[config.mk]
export PLATFORM = sky130hd
export DESIGN_NAME = fetch_queue_unit_flat
export DESIGN_NICKNAME = d
export VERILOG_FILES = /design/src/rtl/fetch_queue_unit_if.sv /design/src/rtl/fetch_queue_unit.sv /design/src/flat_wrapper.sv
export SDC_FILE = /design/constraint.sdc
export NUM_CORES = 1
export LEC_CHECK = 0
export CAP_MARGIN = 10
export CORE_AREA = 2 2 189 191
export DETAILED_ROUTE_END_ITERATION = 10
export DIE_AREA = 0 0 191 193
export SYNTH_ARGS = -nofsm -noshare
export SYNTH_HDL_FRONTEND = slang
export SYNTH_SLANG_ARGS = --single-unit
[constraint.sdc]
create_clock -name clk -period 5.51 [get_ports clk]
set_input_delay 1.653 -clock clk [delete_from_list [all_inputs] [get_ports clk]]
set_output_delay 1.653 -clock clk [all_outputs]
set_load 0.03 [all_outputs]
[src/rtl/fetch_queue_unit_if.sv]
// fetch_queue_unit_if
//   Groups the buses of the instruction-fetch front end:
//     - instruction memory request/response (imem_req, imem_addr, imem_rdata)
//     - redirect from execute (redirect_valid, redirect_target)
//     - decode-side valid/ready handshake (out_valid, out_ready, out_instr,
//       out_pc, out_pc4)
//   modport master : the fetch unit side
//   modport slave  : the environment side (memory, execute, decode)
interface fetch_queue_unit_if #(
  parameter int unsigned XLEN = 32
);
  logic            imem_req;
  logic [XLEN-1:0] imem_addr;
  logic [XLEN-1:0] imem_rdata;
  logic            redirect_valid;
  logic [XLEN-1:0] redirect_target;
  logic            out_valid;
  logic            out_ready;
  logic [XLEN-1:0] out_instr;
  logic [XLEN-1:0] out_pc;
  logic [XLEN-1:0] out_pc4;

  modport master (
    output imem_req, imem_addr, out_valid, out_instr, out_pc, out_pc4,
    input  imem_rdata, redirect_valid, redirect_target, out_ready
  );

  modport slave (
    input  imem_req, imem_addr, out_valid, out_instr, out_pc, out_pc4,
    output imem_rdata, redirect_valid, redirect_target, out_ready
  );
endinterface

[src/rtl/fetch_queue_unit.sv]
// fetch_queue_unit
//   Instruction-fetch front end: holds the fetch PC, issues requests to a
//   synchronous instruction memory (1-cycle read latency), buffers returned
//   instructions in a QDEPTH-entry prefetch queue and presents them to decode
//   with a valid/ready handshake. A redirect from execute flushes all
//   wrong-path state and restarts fetch at the target.
//
// Parameters
//   XLEN     : PC / address / instruction width
//   QDEPTH   : prefetch queue entries (power of two, >= 2)
//   RESET_PC : first byte address fetched after reset
//
// Ports
//   clk         : clock, rising edge
//   reset       : synchronous, active-low
//   bus         : fetch_queue_unit_if.master (imem, redirect, decode buses)
//   fetch_fault : (FETCH_ALIGN_CHECK_EN only) misaligned redirect seen
//   fault_addr  : (FETCH_ALIGN_CHECK_EN only) offending redirect target
//
// Optional feature macro: FETCH_ALIGN_CHECK_EN
//   Defined   : a redirect with target[1:0] != 0 flushes and parks the unit in
//               FAULT until reset.
//   Undefined : target[1:0] is ignored (forced to 00).
module fetch_queue_unit #(
  parameter int unsigned     XLEN     = 32,
  parameter int unsigned     QDEPTH   = 4,
  parameter logic [XLEN-1:0] RESET_PC = '0
) (
  input  logic                clk,
  input  logic                reset,
  fetch_queue_unit_if.master  bus
`ifdef FETCH_ALIGN_CHECK_EN
  ,
  output logic                fetch_fault,
  output logic [XLEN-1:0]     fault_addr
`endif
);

  localparam int unsigned PW = $clog2(QDEPTH);
  localparam int unsigned CW = $clog2(QDEPTH) + 1;
  localparam logic [CW:0] QDEPTH_W = (CW+1)'(QDEPTH);
  localparam logic [XLEN-1:0] ALIGN_MASK = ~XLEN'(3);

  typedef enum logic [1:0] {
    ST_BOOT,
    ST_FETCH,
    ST_FAULT
  } state_t;

  state_t state, state_next;

  logic [XLEN-1:0] fetch_pc;
  logic            inflight;
  logic [XLEN-1:0] inflight_pc;
  logic [PW-1:0]   rd_ptr, wr_ptr;
  logic [CW-1:0]   count;

  logic [XLEN-1:0] q_instr [QDEPTH];
  logic [XLEN-1:0] q_pc    [QDEPTH];

  logic            issue;
  logic            head_valid;
  logic            deq;
  logic            enq;
  logic            flush;
  logic [CW:0]     credit;
  logic [XLEN-1:0] target_aligned;

  assign target_aligned = bus.redirect_target & ALIGN_MASK;

`ifdef FETCH_ALIGN_CHECK_EN
  logic            misaligned;
  logic            fault_entry;
  logic [XLEN-1:0] fault_addr_q;

  assign misaligned  = bus.redirect_target[1:0] != 2'b00;
  assign fault_entry = (state != ST_FAULT) && (state_next == ST_FAULT);
`endif

  // Next state and per-cycle control. Redirect has top priority: it blocks
  // issue, discards the arriving response and hides the head from decode so
  // that a handshake in the redirect cycle is not a dequeue.
  always_comb begin
    state_next = state;
    issue      = 1'b0;
    head_valid = 1'b0;
    deq        = 1'b0;
    enq        = 1'b0;
    flush      = 1'b0;
    credit     = {1'b0, count} + (CW+1)'(inflight);
    unique case (state)
      ST_BOOT: begin
        state_next = ST_FETCH;
        flush      = bus.redirect_valid;
`ifdef FETCH_ALIGN_CHECK_EN
        if (bus.redirect_valid && misaligned) state_next = ST_FAULT;
`endif
      end
      ST_FETCH: begin
        flush      = bus.redirect_valid;
        head_valid = (count != '0) && !bus.redirect_valid;
        deq        = head_valid && bus.out_ready;
        // Credit counts queued entries plus the response still in flight,
        // less the entry leaving this cycle, so the queue can never overflow.
        issue      = !bus.redirect_valid &&
                     ((credit - (CW+1)'(deq)) < QDEPTH_W);
        enq        = inflight && !bus.redirect_valid;
`ifdef FETCH_ALIGN_CHECK_EN
        if (bus.redirect_valid && misaligned) state_next = ST_FAULT;
`endif
      end
      default: begin
        state_next = state;
      end
    endcase
  end

  always_ff @(posedge clk) begin
    if (!reset) begin
      state       <= ST_BOOT;
      fetch_pc    <= RESET_PC & ALIGN_MASK;
      inflight    <= 1'b0;
      inflight_pc <= '0;
      rd_ptr      <= '0;
      wr_ptr      <= '0;
      count       <= '0;
    end else begin
      state    <= state_next;
      inflight <= issue;
      if (issue) inflight_pc <= fetch_pc;
      if (flush) begin
        rd_ptr   <= '0;
        wr_ptr   <= '0;
        count    <= '0;
        fetch_pc <= target_aligned;
      end else begin
        if (issue) fetch_pc <= fetch_pc + XLEN'(4);
        if (enq)   wr_ptr   <= wr_ptr + PW'(1);
        if (deq)   rd_ptr   <= rd_ptr + PW'(1);
        count <= count + CW'(enq) - CW'(deq);
      end
    end
  end

  // Queue storage carries no reset; only entries below count are ever read
  // as valid.
  always_ff @(posedge clk) begin
    if (reset && enq) begin
      q_instr[wr_ptr] <= bus.imem_rdata;
      q_pc[wr_ptr]    <= inflight_pc;
    end
  end

`ifdef FETCH_ALIGN_CHECK_EN
  always_ff @(posedge clk) begin
    if (!reset) begin
      fault_addr_q <= '0;
    end else if (fault_entry) begin
      fault_addr_q <= bus.redirect_target;
    end
  end

  always_comb begin
    fetch_fault = reset && (state == ST_FAULT);
    fault_addr  = reset ? fault_addr_q : '0;
  end
`endif

  // Every output is forced to zero while reset is held low, regardless of
  // the state registers still holding pre-reset values in that cycle.
  always_comb begin
    bus.imem_req  = reset && issue;
    bus.imem_addr = reset ? fetch_pc : '0;
    bus.out_valid = reset && head_valid;
    bus.out_instr = reset ? q_instr[rd_ptr] : '0;
    bus.out_pc    = reset ? q_pc[rd_ptr] : '0;
    bus.out_pc4   = reset ? (q_pc[rd_ptr] + XLEN'(4)) : '0;
  end

endmodule

[src/flat_wrapper.sv]
// flat-port wrapper written by rule: the top's interface ports become plain ports
module fetch_queue_unit_flat 
#(
  parameter int unsigned     XLEN     = 32,
  parameter int unsigned     QDEPTH   = 4,
  parameter logic [XLEN-1:0] RESET_PC = '0
)
  (clk, reset, bus_imem_req, bus_imem_addr, bus_out_valid, bus_out_instr, bus_out_pc, bus_out_pc4, bus_imem_rdata, bus_redirect_valid, bus_redirect_target, bus_out_ready);
  fetch_queue_unit_if #(.XLEN(XLEN)) bus_i ();
  input  logic clk;
  input  logic reset;
  output wire logic [$bits(bus_i.imem_req)-1:0] bus_imem_req;
  output wire logic [$bits(bus_i.imem_addr)-1:0] bus_imem_addr;
  output wire logic [$bits(bus_i.out_valid)-1:0] bus_out_valid;
  output wire logic [$bits(bus_i.out_instr)-1:0] bus_out_instr;
  output wire logic [$bits(bus_i.out_pc)-1:0] bus_out_pc;
  output wire logic [$bits(bus_i.out_pc4)-1:0] bus_out_pc4;
  input wire logic [$bits(bus_i.imem_rdata)-1:0] bus_imem_rdata;
  input wire logic [$bits(bus_i.redirect_valid)-1:0] bus_redirect_valid;
  input wire logic [$bits(bus_i.redirect_target)-1:0] bus_redirect_target;
  input wire logic [$bits(bus_i.out_ready)-1:0] bus_out_ready;
  assign bus_imem_req = bus_i.imem_req;
  assign bus_imem_addr = bus_i.imem_addr;
  assign bus_out_valid = bus_i.out_valid;
  assign bus_out_instr = bus_i.out_instr;
  assign bus_out_pc = bus_i.out_pc;
  assign bus_out_pc4 = bus_i.out_pc4;
  assign bus_i.imem_rdata = bus_imem_rdata;
  assign bus_i.redirect_valid = bus_redirect_valid;
  assign bus_i.redirect_target = bus_redirect_target;
  assign bus_i.out_ready = bus_out_ready;
  fetch_queue_unit #(.XLEN(XLEN), .QDEPTH(QDEPTH), .RESET_PC(RESET_PC)) u_core (.clk(clk), .reset(reset), .bus(bus_i));
endmodule
==> results.md <==
* Clk sinks at 319
* I/O pin count at 198
* DRC at 0
* Post-Syn Area at about 14000 um^2
* # diodes at 0
* Lkg Pwr at about 5.6 nW
* Rel. slew slack at 53.3%
* Final hold slack at 0.491 ns
* WP data arrival at about 3.7 ns
* F_max at around 190 MHz
* Final hold viol count at 0
* Highest net fanout along the worst path at 2
* First-pass GRT wire length at between 40 and 50 mm
* Dominant synthesized flop cell: edfxtp_1
* Worst Tran Pin Value at roughly 0.7 ns
* Clock buffer count from CTS at 36
* Internal at ~4.2 mW
* H-tree Lvls at 2
* Cell with the most instances after synthesis: edfxtp_1
* YS warnings at 0
* Setup CP Type: in2out
* Number of global-route vias before repair at between 8000 and 9000
* Mean Syn Cell Area at 14.0 um^2
* HPWL Detailed at 19.3 mm
* Area growth, synth to finish at 26.7%
* Initial antenna violation count at 0
* Peak VDD IR at 0.188 mV
* Worst path required time at around 3.9 ns
* Total gr overflow at 0
* Psw at 1.13 mW
* Sw Ratio at between 20% and 30%
* Root Buffer: clkbuf_16
* Util after Layout at about half
* Final setup vio count at 0
* Outcome: completed
* Clock power frac at between 40% and 50%
* DRT iter0 DRCs at a little under 600
* Row count at slightly below 70
* Starting density of the core at 39.2%
* Ranking of synthesized cells by area: edfxtp_1 54%, dfxtp_1 10%, mux4_2 9.4%
* Vias per cell at between 5 and 6
* Drt pass-1 iters at 5
* Power share of the combinational group at 6.5%
* Reg clk slew, reported paths at 0.06 ns
* Core area at approximately 35000 um^2
* Crit. End Element: primary output
* Seq pwr share at 49.1%
* GPL Wtd Cong at 0.781
* Synth top area share at between 50 and 60%
* Nets@finish at 1255
* Die height at roughly 190 um
* Synth area leader: edfxtp_1
* Distinct cells, synth at 55
* Max Root-Sink Buffers at 3
* Worst Hold Class: reg2reg
* Clk_lat worst skew at 0.51 ns
* #FFs+latches synth at between 300 and 400
* Max-cap violations at 0
* Post-synth top cells: 248 x edfxtp_1, 98 x nand2_1, 93 x and2_1, 71 x dfxtp_1, 70 x nor2_1
* Period Utilization, post-route at a little over nine tenths
* Gr usage total at 16.7%
* Pwr Total at around 5.4 mW
* Routed len/inst at around 19 um
* Slew Viols, Final at 0
* Post-route ant nets at 0
* Hold_buf cts at 0
* WL final at 30.8 mm
* RSZ-0062 raised after global routing: no
* Period minus WS final at 5.32 ns
* Die width at 191 um
* Final Cell Area at between 15000 and 20000 um^2
* Final setup TNS at 0 ns
* Die Area at 36900 um^2
* Share of cells above drive strength 1 at 13.4%
* Placed inst area at ~16000 um^2
* Via Count at between 8000 and 9000
* Largest net degree at the start of global routing at between 60 and 70
* Post-synth EDFFs at ~250
* Synthesized instance count at 980
* Clock Skew at between 0.02 and 0.025 ns
* Async SR Flop Fraction at 0%
* P per Cell Area at between 300 and 400 nW/um^2
* CTS tree: built
* IO Port Bufs at about 190
* CP Launch Type: primary input
* Share of the yosys chip area belonging to registers at about two thirds
==> cell usage in the layout, fill, tap and decap left out, drive strengths merged, types with 9 or more instances in the layout <==
cell type and count:
xor2 24, xnor2 13, dfxtp 71, and2 94, clkinv 9, a21oi 65, clkdlybuf4s50 185, inv 24
clkbuf 47, nor2 70, o21ai 22, nand2 99, mux4 62, nand3 19, nand4 21, ha 11
and3 14, nor3 11, a31oi 9, buf 30, edfxtp 248
==> per-stage QoR <==
step | setup slack [ns] | cells
after detailed placement | 0.122 | 1597
after CTS | 0.0344 | 1660
after floorplan | 0.0572 | 985
after global routing | 0.0270 | 1661
final | 0.192 | 1661
after global placement | 0.108 | 1597
==> worst paths after layout <==
check / from / end / slack (ns) / depth (start not counted)
worst min-delay path: u_core.inflight_pc[29] / u_core.q_pc[0][29] / 0.49 / 0
worst max register to register: u_core.count[0] / u_core.fetch_pc[6] / 2.28 / 13
worst min register to register: u_core.inflight_pc[29] / u_core.q_pc[0][29] / 0.49 / 0
worst max-delay path: bus_redirect_valid / bus_imem_req / 0.19 / 11
==> critical path: stages <==
cell and delay [ns]:
clkdlybuf4s50_1 0.43, nor3b_2 0.22, ha_1 0.17, inv_1 0.04
ha_1 0.25, and3b_1 0.18, nor4_1 0.23, buf_4 0.17
o21ai_4 0.06, nor2_2 0.09, buf_4 0.16
==> layout make-up <==
| type | instances | area (um^2) |
|---|---|---|
| clock inverter | 16 | 218 |
| timing repair buffer | 215 | 2190 |
| fill | 3006 | 17600 |
| tap | 461 | 577 |
| clock buffer | 47 | 976 |
| multi-input combinational | 580 | 4450 |
| inverter | 23 | 86.3 |
| sequential | 319 | 8870 |
==> registers in the layout, summed over array words and instances, names as in the netlist, named ones only <==
register            flops
u_core.count            3
u_core.q_instr        128
u_core.inflight         1
u_core.fetch_pc        30
u_core.state            1
u_core.inflight_pc     30
u_core.rd_ptr           2
u_core.q_pc           120
u_core.wr_ptr           2
==> power by group through the flow <==
stage               Clock [mW]  Sequential [mW]  Combinational, mW
CTS                       2.45             2.64              0.349
global route              2.54             2.64              0.373
detailed placement           0             2.69              0.348
global placement             0             2.69              0.347
finish                    2.38             2.64              0.347
floorplan                    0             2.67              0.187
==> cells by family (layout without fill, tap and decap cells) <==
| logic type | count (synthesis) | in the layout | share of synthesized area, % |
|---|---|---|---|
| simple gates | 349 | 349 | 13.4 |
| flops | 319 | 319 | 64.7 |
| compound gates | 108 | 108 | 4.34 |
| buf+inv | 86 | 301 | 3.14 |
| mux | 68 | 68 | 10.8 |
| xor+xnor | 37 | 37 | 2.36 |
| fa+ha+maj | 12 | 12 | 1.15 |
| other cells | 1 | 6 | 0.0274 |
==> timing repair <==
item	4_1_cts	5_1_grt
resized for setup	0	2
setup endpoints to repair	0	5
setup buffers	0	1
==> metal layers <==
layer,GRT usage (%),vias up,share of wire [%]
met4,4.08,0,1.6
met3,2.77,38,5.8
li1,-,4004,-
met2,25.6,278,45
met5,0,-,0
met1,24.8,4166,48
Note: power is estimated with default switching activity, not from simulation.
